## config.mk

```make
export PLATFORM = sky130hd
export DESIGN_NAME = pc_gen
export DESIGN_NICKNAME = d
export VERILOG_FILES = /design/src/rtl/pc_gen.sv
export SDC_FILE = /design/constraint.sdc
export NUM_CORES = 1
export LEC_CHECK = 0
export BUFFER_PORTS_ARGS = -buffer_cell sky130_fd_sc_hd__buf_2
export CAP_MARGIN = 20
export CELL_PAD_IN_SITES_DETAIL_PLACEMENT = 1
export CELL_PAD_IN_SITES_GLOBAL_PLACEMENT = 1
export CORE_MARGIN = 2
export CORE_UTILIZATION = 35
export DETAILED_ROUTE_END_ITERATION = 6
export PLACE_DENSITY_LB_ADDON = 0.1
export SYNTH_ARGS = -nofsm -noshare
export SYNTH_HDL_FRONTEND = slang
export SYNTH_SLANG_ARGS = --single-unit
```

## constraint.sdc

```tcl
create_clock -name clk -period 5.02 [get_ports clk]
set_input_delay 1.506 -clock clk [delete_from_list [all_inputs] [get_ports clk]]
set_output_delay 1.506 -clock clk [all_outputs]
set_load 0.005 [all_outputs]
```

## src/rtl/pc_gen.sv

```systemverilog
// Fetch-stage program counter: sequential advance, stall hold, branch/jump
// redirect (buffered while stalled), and exception vectoring with EPC capture.
module pc_gen #(
  parameter int unsigned         WIDTH        = 32,
  parameter logic [WIDTH-1:0]    RESET_VECTOR = 32'h0000_0000,
  parameter logic [WIDTH-1:0]    EXC_VECTOR   = 32'h8000_0180,
  parameter int unsigned         INC          = 4
) (
  input  logic             clk,
  input  logic             reset,
  input  logic             stall,
  input  logic             redirect_valid,
  input  logic [WIDTH-1:0] redirect_target,
  input  logic             exc_valid,
  output logic [WIDTH-1:0] pc_out,
  output logic [WIDTH-1:0] pc_plus_inc,
  output logic             pc_valid,
  output logic             pend_valid,
  output logic [WIDTH-1:0] epc
);

  // IDLE: no buffered redirect. PENDING: pend_target holds a redirect that
  // arrived while fetch was stalled. pend_valid is a direct view of the state.
  typedef enum logic {
    IDLE    = 1'b0,
    PENDING = 1'b1
  } state_t;

  localparam logic [WIDTH-1:0] INC_W = WIDTH'(INC);

  state_t           state_q, state_d;
  logic [WIDTH-1:0] pc_q, pc_d;
  logic [WIDTH-1:0] pend_target_q, pend_target_d;
  logic [WIDTH-1:0] epc_q, epc_d;
  logic             pc_valid_q;
  logic [WIDTH-1:0] pc_seq;

  assign pc_seq = pc_q + INC_W;

  always_ff @(posedge clk) begin
    if (reset) begin
      state_q       <= IDLE;
      pc_q          <= RESET_VECTOR;
      pend_target_q <= '0;
      epc_q         <= '0;
      pc_valid_q    <= 1'b0;
    end else begin
      state_q       <= state_d;
      pc_q          <= pc_d;
      pend_target_q <= pend_target_d;
      epc_q         <= epc_d;
      pc_valid_q    <= 1'b1;
    end
  end

  always_comb begin
    state_d       = state_q;
    pc_d          = pc_q;
    pend_target_d = pend_target_q;
    epc_d         = epc_q;

    if (exc_valid) begin
      // Exceptions win over stall and redirect, and drop any pending target.
      pc_d    = EXC_VECTOR;
      epc_d   = pc_q;
      state_d = IDLE;
    end else if (redirect_valid && !stall) begin
      pc_d    = redirect_target;
      state_d = IDLE;
    end else if (redirect_valid && stall) begin
      // Newest redirect overwrites an older buffered one.
      pend_target_d = redirect_target;
      state_d       = PENDING;
    end else if (!stall) begin
      case (state_q)
        PENDING: begin
          pc_d    = pend_target_q;
          state_d = IDLE;
        end
        default: begin
          pc_d = pc_seq;
        end
      endcase
    end
  end

  assign pc_out      = pc_q;
  assign pc_plus_inc = pc_seq;
  assign pc_valid    = pc_valid_q;
  assign pend_valid  = (state_q == PENDING);
  assign epc         = epc_q;

endmodule

```

== Word level (Yosys, flattened, before mapping) ==
Index checks and enable logic that the tools add are counted.
Word-level totals
  register bits after elaboration: 98
  input bits: 37
  output and inout port bits: 98
  word-level logic and storage cells: 30
Cells by class
  add/subtract/negate cells: 1
  eq/ne operators: 5
  mux-type cells: 8
  bitwise gates (word level): 2
  reductions and logical operators: 8
Operator list (number)
  $mux 32: 5
  $add 32x3->32 const B: 1
  $ne 2x1->1 const B: 2
  $reduce_and 2->1: 2
  $mux 1: 3
  $ne 3x1->1 const B: 1
  $ne 3x3->1 const B: 1
  $reduce_and 3->1: 1
  $reduce_or 3->1: 1
  $logic_and 1x1->1: 2
  $ne 2x2->1 const B: 1
  $not 1->1: 2
  $reduce_or 2->1: 1
  $logic_not 1->1: 1

== Logic depth before layout (Yosys ltp) ==
  depth after elaboration: 6
  mapped depth: 8
  depth with buffers taken out: 6

== Least setup slack after synthesis ==
No wires, ideal clock.
  kind: reg-to-output
  start point: register pc_q[2] (netlist: pc_out[2])
  end point: output pc_plus_inc[30]
  arrival time: 1.763 ns
  required time: 3.514 ns
  setup slack: 1.751 ns
  cell stages (with the launch flop): 6
  path buffers: 0
  cells stage by stage: dfxtp_1 ha_1 nand4_1 or4_4 or3_4 xnor2_1
On the way
  cells in the longest elaborated chain, start to end: 1
RTL lines
  start: declaration: line 32  | logic [WIDTH-1:0] pc_q, pc_d;
  start signal: assignment: line 49  | pc_q <= pc_d;
  $add 32x3->32: line 38  | assign pc_seq = pc_q + INC_W;
  end: declaration: line 16  | output logic [WIDTH-1:0] pc_plus_inc,
No other way between the ends.

== Final worst setup path ==
  start point: register pc_q[2] (netlist: pc_out[2])
  end point: output pc_plus_inc[28]
The elaborated chain is that of the path after synthesis.

==> results.sh <==
export IMPL_max_freq_mhz=239
export IMPL_core_area_sq_um=14000
export IMPL_remaining_drc_errors=0
export IMPL_hold_ws_ns=0.455
export IMPL_finalSetupTns_ns=0
export IMPL_reg2reg_from="pc_out[2]"
export IMPL_grtUsageTotal_pct=23.0
export IMPL_synthArstFlopShare_pct=0
export IMPL_pwr_share_seq_pct=47.6
export IMPL_outcome="complete, no violations"
export IMPL_syn_nets=686
export IMPL_clk_path_buf_depth=2
export IMPL_worstMarginPinSlew_ns=0.879
export IMPL_final_area_sq_um=6020
export IMPL_min_period_ns=4.18
export IMPL_cts_tree="built"
export IMPL_place_ws_ns=1.24
export IMPL_cp_start_kind="flip-flop"
export IMPL_setup_ws_ns=0.837
export IMPL_switching_share_pct=26.2
export IMPL_postSynthCellCount=648
export IMPL_grt_pass1_vias=4965
export IMPL_finalPower_mw=1.75
export IMPL_period_share_pct=83.3
export IMPL_hold_path_class="flip-flop to flip-flop"
export IMPL_numPortBuffers=134
export IMPL_pwr_share_comb_pct=11.1
export IMPL_cp_startpoint="pc_out[2]"
export IMPL_layout_drive_gt1_share_pct=23.5
export IMPL_synth_seq_cells=98
export IMPL_p_sw_mw=0.458
export IMPL_rsz0062_at_grt="false"
export IMPL_synth_edff_count=0
export IMPL_wirelength_mm=18.2
export IMPL_numCtsBuffers=9
export IMPL_synth_warnings=0
export IMPL_ys_seq_area_share_pct=38.8
export IMPL_area_delta_synth_final_pct=19.0
export IMPL_cts_hold_buf=0
export IMPL_drt_pass1_iter_count=5
export IMPL_avgSynthCellArea_sq_um=7.80
export IMPL_critPathRequiredTime_ns=3.51
export IMPL_internal_power_mw=1.29
export IMPL_dp_hpwl_mm=13.0
export IMPL_placed_cell_area_sq_um=5720
export IMPL_fillers=1786
export IMPL_ant_nets=0
export IMPL_grt_max_degree=69
export IMPL_die_area_sq_um=15400
export IMPL_fin_nets=778
export IMPL_die_x_microns=124
export IMPL_rows=43
export IMPL_overflow=0
export IMPL_path_clk_slew_ns=0.07
export IMPL_place_gp_congestion=0.901
export IMPL_arrival_ns=2.68
export IMPL_netlist_area_sq_um=5060
export IMPL_vias=5069
export IMPL_wire_per_inst_microns=19.7
export IMPL_ios=135
export IMPL_hp_start="pend_target_q[18]"
export IMPL_crit_type="flip-flop to primary output"
export IMPL_ys_flop_type="dfxtp_1"
export IMPL_slew_headroom_pct=41.4
export IMPL_dr_first_iter_drc_count=369
export IMPL_die_h_microns=124
export IMPL_grt_pass1_wl_mm=28.4
export IMPL_root_buffer="clkbuf_16"
export IMPL_cts_sinks=98
export IMPL_cts_resized=0
export IMPL_vias_per_cell=5.48
export IMPL_slew_viol_final=0
export IMPL_hold_viol_final=0
export IMPL_fin_worst_skew_ns=0.00829
export IMPL_drv_cap=0
export IMPL_vdd_ir_drop_max_mv=0.148
export IMPL_crit_fanout=8
export IMPL_antenna_cells_inserted=0
export IMPL_clock_latency_ns=0.35
export IMPL_htreeDepth=3
export IMPL_pwr_share_clk_pct=41.4
export IMPL_p_leak_nw=2.71
export IMPL_setup_viol=0
export IMPL_synthDistinctLibCells=59
export IMPL_antenna_found_initial=0
export IMPL_postCtsSetupBuffers=0
export IMPL_endpoint_kind="primary output"
export IMPL_power_density_nw_per_um2=290
export IMPL_initial_core_util_pct=36.2
## power groups by stage
stage               logic (mW)  registers [mW]  clock network, mW
floorplan                0.120           0.835                  0
CTS                      0.194           0.830              0.735
global placement         0.192           0.845                  0
global route             0.212           0.834              0.764
detailed placement       0.194           0.848                  0
finish                   0.193           0.830              0.723
## cells in the final DEF, fill, tap and decap left out, types with 3 or more instances in the layout
cell and count:
a211oi_1 4, and4_1 3, inv_1 6, nand2_1 116
or3_1 4, clkbuf_16 9, and3_1 11, clkbuf_1 3
xnor2_1 12, buf_4 9, nor4_1 5, o31ai_1 5
a21o_1 4, nand4_1 15, nand3_1 20, nor3_1 11
xor2_1 14, dfxtp_1 98, o21a_1 3, a21oi_1 63
buf_2 134, nor2_1 59, o211ai_1 3, o211a_1 4
or2_2 5, mux2i_1 35, a31oi_1 3, o21ai_0 43
## final cells by class
| cell class | instances | area, sq um | share of cell area, % |
|---|---|---|---|
| inverters | 6 | 22.5 | 0.374 |
| repair buffers | 143 | 738 | 12.3 |
| flip-flops and latches | 98 | 1960 | 32.6 |
| clock buffers | 14 | 264 | 4.39 |
| clock inverters | 2 | 35.0 | 0.582 |
| multi-input cells | 482 | 2770 | 46.0 |
| well taps | 180 | 225 | 3.74 |
## logic make-up after synthesis
kind of cell	after synthesis	share of synthesized area [%]
flip-flops	98	38.8
buffers and inverters	68	6.46
multiplexers	36	7.15
AO/OA/AOI/OAI	154	18.6
AND/OR/NAND/NOR	265	24.3
adder cells (fa/ha/maj)	1	0.247
XOR/XNOR	26	4.50
## synth_stat cells (3+ instances only)
master | count | share of area (%)
buf_6 | 4 | 0.89
o21a_1 | 3 | 0.45
nor2_1 | 60 | 4.5
a31oi_1 | 3 | 0.37
o21ai_0 | 43 | 4.3
buf_4 | 5 | 0.74
and3_1 | 11 | 1.4
nand2_1 | 116 | 8.6
clkbuf_1 | 40 | 3.0
nor3_1 | 11 | 1.1
inv_1 | 6 | 0.45
buf_2 | 7 | 0.69
o31ai_1 | 5 | 0.74
nor4_1 | 5 | 0.62
a211oi_1 | 4 | 0.59
or2_2 | 5 | 0.62
xor2_1 | 14 | 2.4
buf_1 | 4 | 0.30
and4_1 | 3 | 0.52
xnor2_1 | 12 | 2.1
nand4_1 | 15 | 1.9
a21o_1 | 4 | 0.59
or3_1 | 4 | 0.49
a21oi_1 | 63 | 6.2
dfxtp_1 | 98 | 39
o211ai_1 | 3 | 0.45
mux2i_1 | 35 | 6.9
o211a_1 | 4 | 0.79
nand3_1 | 20 | 2.0
## worst max-delay path, stage by stage (launching register included)
cell	delay, ns
dfxtp_1	0.50
ha_1	0.29
nand3_1	0.28
nor4_2	0.51
nand4_1	0.22
or3_1	0.34
nand2_1	0.08
buf_2	0.11
## sequential cells by signal (all words and copies together), names as in the netlist, named ones only
signal / flops
pend_target_q: 32
pc_valid: 1
pc_out: 30
epc: 32
pend_valid: 1
## through the flow
stage	instances	utilization, %
6_report	925	43.0
5_1_grt	925	43.0
4_1_cts	925	43.0
3_5_place_dp	909	40.9
3_3_place_gp	909	40.9
2_1_floorplan	648	-
## final timing paths
check                                          to  slack (ns)  cells after the start
worst min register to register  pend_target_q[18]        0.45                      2
worst max register to register         pc_out[30]        2.66                      6
worst min-delay path            pend_target_q[18]        0.45                      2
worst max-delay path              pc_plus_inc[28]        0.84                      7
## layer usage
| metal | up-vias | global-route usage (%) | part of all wire, % |
|---|---|---|---|
| li1 | 2438 | - | - |
| met1 | 2466 | 33.2 | 49 |
| met3 | 19 | 3.10 | 4.6 |
| met2 | 146 | 35.4 | 45 |
| met5 | - | 0 | 0 |
| met4 | 0 | 7.20 | 1.7 |
(Power assumes the default switching activity.)
